===== config.mk =====
export PLATFORM = sky130hd
export DESIGN_NAME = mux_hold_seq
export DESIGN_NICKNAME = d
export VERILOG_FILES = /design/src/rtl/mux_hold_seq.sv
export SDC_FILE = /design/constraint.sdc
export NUM_CORES = 1
export LEC_CHECK = 0
export ABC_CLOCK_PERIOD_IN_PS = 2290
export BUFFER_PORTS_ARGS = -buffer_cell sky130_fd_sc_hd__buf_2
export CAP_MARGIN = 30
export CORE_AREA = 5 5 42 44
export CTS_CLUSTER_SIZE = 25
export DETAILED_ROUTE_END_ITERATION = 8
export DIE_AREA = 0 0 47 49
export SLEW_MARGIN = 15
export SYNTH_ARGS = -nofsm -noshare
export SYNTH_HDL_FRONTEND = slang
export SYNTH_SLANG_ARGS = --single-unit

===== constraint.sdc =====
create_clock -name clk -period 2.29 [get_ports clk]
set_input_delay 0.3435 -clock clk [delete_from_list [all_inputs] [get_ports clk]]
set_output_delay 0.3435 -clock clk [all_outputs]
set_load 0.02 [all_outputs]

===== src/rtl/mux_hold_seq.sv =====
// mux_hold_seq: registered N-channel multiplexer with a built-in select
// sequencer. Auto mode (mode=0) steps the select through the channels every
// STEP enabled cycles. External mode (mode=1) takes sel_ext directly.
// Out-of-range selects hold y and flag sel_err.
// Optional feature macro: MUX_ERR_CNT_EN adds the saturating err_cnt output.
module mux_hold_seq #(
    parameter int WIDTH = 1,
    parameter int NCH   = 3,
    parameter int SELW  = 2,
    parameter int STEP  = 4
) (
    input  logic                  clk,
    input  logic                  reset_n,
    input  logic                  mode,
    input  logic [SELW-1:0]       sel_ext,
    input  logic                  step_en,
    input  logic [NCH*WIDTH-1:0]  din,
    output logic [WIDTH-1:0]      y,
    output logic [SELW-1:0]       sel_q,
    output logic                  sel_err,
    output logic                  wrap
`ifdef MUX_ERR_CNT_EN
    ,
    output logic [7:0]            err_cnt
`endif
);

    localparam int PRE_W = (STEP > 1) ? $clog2(STEP) : 1;

    // NCH needs one bit more than a select when 2**SELW == NCH.
    localparam logic [SELW:0]    NCH_EXT  = (SELW+1)'(NCH);
    localparam logic [SELW-1:0]  LAST_CH  = SELW'(NCH - 1);
    localparam logic [PRE_W-1:0] PRE_LAST = PRE_W'(STEP - 1);

    logic [PRE_W-1:0] pre;
    logic [SELW-1:0]  cnt;
    logic [SELW-1:0]  s;
    logic             s_valid;
    logic [WIDTH-1:0] pick;

    // Effective select: mode switches combinationally ahead of the registers.
    assign s       = mode ? sel_ext : cnt;
    assign s_valid = {1'b0, s} < NCH_EXT;

    // Channel selection; only channels that exist are compared against s.
    always_comb begin
        // NOTE: default first so no path through this block leaves pick
        // unassigned; an incomplete case here is exactly what infers a latch.
        pick = '0;
        for (int k = 0; k < NCH; k++) begin
            if (s == SELW'(k)) begin
                pick = din[k*WIDTH +: WIDTH];
            end
        end
    end

    // Output register stage: y holds on invalid select, sel_q/sel_err track s.
    always_ff @(posedge clk) begin
        // NOTE: non-blocking assignments so every register samples pre-edge
        // values regardless of statement order.
        if (!reset_n) begin
            y       <= '0;
            sel_q   <= '0;
            sel_err <= 1'b0;
        end else begin
            sel_q <= s;
            // NOTE: the hold is a clock enable on y (no else branch for y),
            // which stays a flop; it is not a combinational latch.
            if (s_valid) begin
                y       <= pick;
                sel_err <= 1'b0;
            end else begin
                sel_err <= 1'b1;
            end
        end
    end

    // Auto-mode sequencer: prescaler, channel counter and wrap pulse.
    always_ff @(posedge clk) begin
        if (!reset_n) begin
            pre  <= '0;
            cnt  <= '0;
            wrap <= 1'b0;
        end else begin
            wrap <= 1'b0;
            if (!mode && step_en) begin
                if (pre == PRE_LAST) begin
                    pre <= '0;
                    if (cnt == LAST_CH) begin
                        cnt  <= '0;
                        wrap <= 1'b1;
                    end else begin
                        cnt <= cnt + 1'b1;
                    end
                end else begin
                    pre <= pre + 1'b1;
                end
            end
        end
    end

`ifdef MUX_ERR_CNT_EN
    // Saturating count of edges that saw an out-of-range select.
    always_ff @(posedge clk) begin
        if (!reset_n) begin
            err_cnt <= '0;
        end else if (!s_valid && err_cnt != 8'hFF) begin
            err_cnt <= err_cnt + 8'd1;
        end
    end
`endif

endmodule


# ---- Yosys cells after proc, flatten, opt, wreduce, memory -nomap -nowiden
# Index checks and enable logic that the tools add are counted.
dict set report word_totals {
  output_inout_bits 5
  input_bits 9
  ff_bits 9
  word_cells 26
}
dict set report classes {
  eq_ne 4
  n_mux 8
  order_cmp 1
  reduce_logical 5
  addsub 2
}
# cell n
set op_table {}
lappend op_table {{equality test 2 bit, second input constant} 3}
lappend op_table {{2-to-1 mux 2 bit} 3}
lappend op_table {{2-to-1 mux 1 bit} 5}
lappend op_table {{adder 2 x 1 -> 2 bit, second input constant} 2}
lappend op_table {{AND reduction 3 bit} 1}
lappend op_table {{equality test 2 x 1 -> 1 bit, second input constant} 1}
lappend op_table {{logical NOT 2 bit} 1}
lappend op_table {{less-than comparator 2 bit, second input constant} 1}
lappend op_table {{AND reduction 2 bit} 1}
lappend op_table {{logical AND 1 bit} 1}
lappend op_table {{logical NOT 1 bit} 1}

# ---- Longest topological paths before layout
dict set report depth {
  word_depth 5
  mapped_depth 5
  depth_no_buf 5
}

# ---- Worst setup path after synthesis
# OpenSTA, ideal clock, no wires.
dict set report synth_timing {
  kind {register to register}
  startpoint {register pre[0]}
  endpoint {register cnt[1]}
  setup_ns 0.065
  required_ns 2.225
  t_arrival_ns 0.957
  path_slack_ns 1.268
  path_stages_with_launch 6
  n_path_buf 0
  path_cell_list {dfxtp_1 ha_1 nand3b_4 nor3b_1 a21oi_1 nor2b_1}
}
dict set report synth_between {
  elab_chain_len 2
}
# item line
set synth_lines {}
lappend synth_lines {{start: declaration} 35} ;# logic [PRE_W-1:0] pre;
lappend synth_lines {{start signal: assignment} 96} ;# pre <= pre + 1'b1;
lappend synth_lines {{equality test 2 bit} 87} ;# if (pre == PRE_LAST) begin
lappend synth_lines {{AND reduction 2 bit (no line)} --}
lappend synth_lines {{end signal: assignment} 93} ;# cnt <= cnt + 1'b1;
lappend synth_lines {{end: declaration} 36} ;# logic [SELW-1:0] cnt;
# Every way passes these cells.
# A chain may end at the register's enable or synchronous reset.

# ---- Final worst setup path
# Ends and elaborated chain as after synthesis.

==> impl_metrics.ini <==
[worst_setup_path]
startpoint = pre[0]
cp.required_ps = 2480
slowest_stage = dfxtp_1
cp-endpoint = cnt[1]
r2r_cells = 5
worstReg2RegEnd = cnt[1]
slowest_delay_ps = 350
critPathArrivalTime_ps = 1300
r2r_start = pre[0]
r2r_setup_slack_ps = 1190
start_kind = flop
path_class = flop to flop
path_max_fanout = 5
end_kind = flop
cp_cell_sequence = ha_1, nand3b_4, nor3b_1, a21oi_1, nor2b_1

[global_route]
grt_usage_pct = 8.257
antenna_found_initial = 0
grt_pass1_wl_mm = 1.380
grt.met1_usage_pct = 9.956
grt_overflow = 0
grt_start_max_net_pins = 9
use_met2_pct = 12.22
grt-busiest-layer = met2
grt_pass1_vias = 358
use_met3_pct = 3.321

[synth]
netlist_instances = 42
netlist-cell-type-count = 19
syn_area_per_cell_sq_um = 9.741
seq_area_frac_synth_pct = 44.04
yosysTopAreaCell = dfxtp_1
synth_area_sq_um = 409.1
synth_seq_cells = 9
syn-num-nets = 52
yosys_warnings = 0
yosysTopAreaCellShare_pct = 44.04
synth.area.top_cells = dfxtp_1, nor2b_1, a21oi_1

[drt]
drc = 0
via_count = 337
wl_per_cell_microns = 10.03
drt-total-wl_microns = 752
final_antenna_net_count = 0
initialDrtViolationCount = 8
firstDrtPassIters = 3
viasPerCell = 4.493

[clock_tree]
cts_root_buf = clkbuf_4
clk_latency_ps = 250
ctsResizeCount = 0
cts_tree = built
cts_setup_buffers = 0
cts.sinks = 9
cts_hold_buf = 0
cts_buffers = 3
clock_tree.htree_level_count = 1
path_clk_slew_ps = 60
clk_path_buf_depth = 2

[sta]
slew_headroom_pct = 81.10
period_minus_slack_ps = 1102
slew_violations = 0
setup_tns_ps = 0
finClkSkew_ps = 2.291
min_period_over_period_pct = 48.12
worstMarginPinSlew_ps = 275.6
max_freq_ghz = 0.9074
final_hold_viol_count = 0
rsz0062_at_grt = no
setup_viol = 0

[outcome]
status = completed

[cells_and_area]
final_common_cell = buf_2
final_cell_mix = buf_2, dfxtp_1, a21oi_1, nor2b_1
antenna_cells = 0
fill_cells = 160
drive_above_1_share_pct = 32.20
area_delta_synth_final_pct = 27.22
fin_nets = 70

[die]
die_x_microns = 47
core_sq_um = 1401
ios = 14
rows = 14
die_h_microns = 49
die_area_sq_um = 2303
initial_core_util_pct = 29.20

[worst_hold_path]
hp-class = primary input to flop
holdPathStages = 3

[power_and_ir_drop]
peakVddDrop_uv = 321.0
fin_total_pwr_mw = 0.3179
leakagePower_nw = 0.2607
powerDensity_nw_per_um2 = 610.7

[place]
dp_hpwl_microns = 636.6
io_buffers = 13
gp_routability_congestion = 0.6925

[flow_run]
cap_violations = 0
-- where the power goes --
group          switching [mW]  internal (mW)  total, mW
clock network          0.0503         0.0668      0.117
logic                  0.0191         0.0181     0.0372
registers             0.00216          0.161      0.164
-- cell families after synthesis --
logic type / synth area share [%]
fa+ha+maj: 3.058
buf+inv: 0.9166
simple gates: 31.19
mux: 4.893
flops: 44.04
compound gates: 15.90
-- how the worst min path moves through the flow --
stage	startpoint	endpoint	slack [ps]
2_1_floorplan	reset_n	sel_q[1]	470
6_report	reset_n	wrap	380
5_1_grt	step_en	wrap	390
4_1_cts	reset_n	wrap	370
3_5_place_dp	cnt[1]	wrap	520
3_3_place_gp	pre[1]	pre[1]	500
-- synthesized netlist by cell type --
library cell	n
nor2_1	2
a21oi_1	4
o21ai_1	2
nand2b_4	1
inv_1	1
a211o_1	1
ha_1	1
nand3b_4	1
dfxtp_1	9
and2b_1	2
nand2b_1	2
nor3_1	3
mux2i_1	2
nor2b_1	4
nor3b_1	1
nand2_1	3
o22ai_2	1
a31oi_1	1
a21boi_1	1
-- critical path: cells and delay by family (launching register included) --
kind            cells  cell delay [ps]
compound gates      1               60
simple gates        3              420
fa+ha+maj           1              230
flops               1              350
-- metrics by stage --
stage	cell area [sq um]	hold slack, ps	utilization (%)	worst slack [ps]	cells
finish	520.5	378.3	37.14	1188	75
global route	520.5	386.2	37.14	1010	75
CTS	520.5	366.1	37.14	1172	75
detailed placement	494.2	516.9	35.27	1105	71
global placement	494.2	504.3	35.27	1150	71
floorplan	409.1	468.7	-	1268	42
-- registers in the layout, indices dropped and copies added (netlist names) --
name and flops:
wrap 1, y 1, sel_q 2, sel_err 1, cnt 2, pre 2
-- cell type report --
| type | count | area, sq um | share of cell area (%) |
|---|---|---|---|
| Timing Repair Buffer | 13 | 65.06 | 12.50 |
| Inverter | 1 | 3.754 | 0.7212 |
| Sequential cell | 9 | 180.2 | 34.62 |
| Tap cell | 16 | 20.02 | 3.846 |
| Clock buffer | 4 | 26.28 | 5.048 |
| Multi-Input combinational cell | 32 | 225.2 | 43.27 |
-- layer usage --
| layer | routed length [microns] | up-vias |
|---|---|---|
| li1 | - | 180 |
| met1 | 332 | 147 |
| met2 | 362 | 10 |
| met3 | 57 | 0 |
| met4 | 0 | 0 |
| met5 | 0 | - |
No activity file was read; power rests on OpenSTA's default activity.
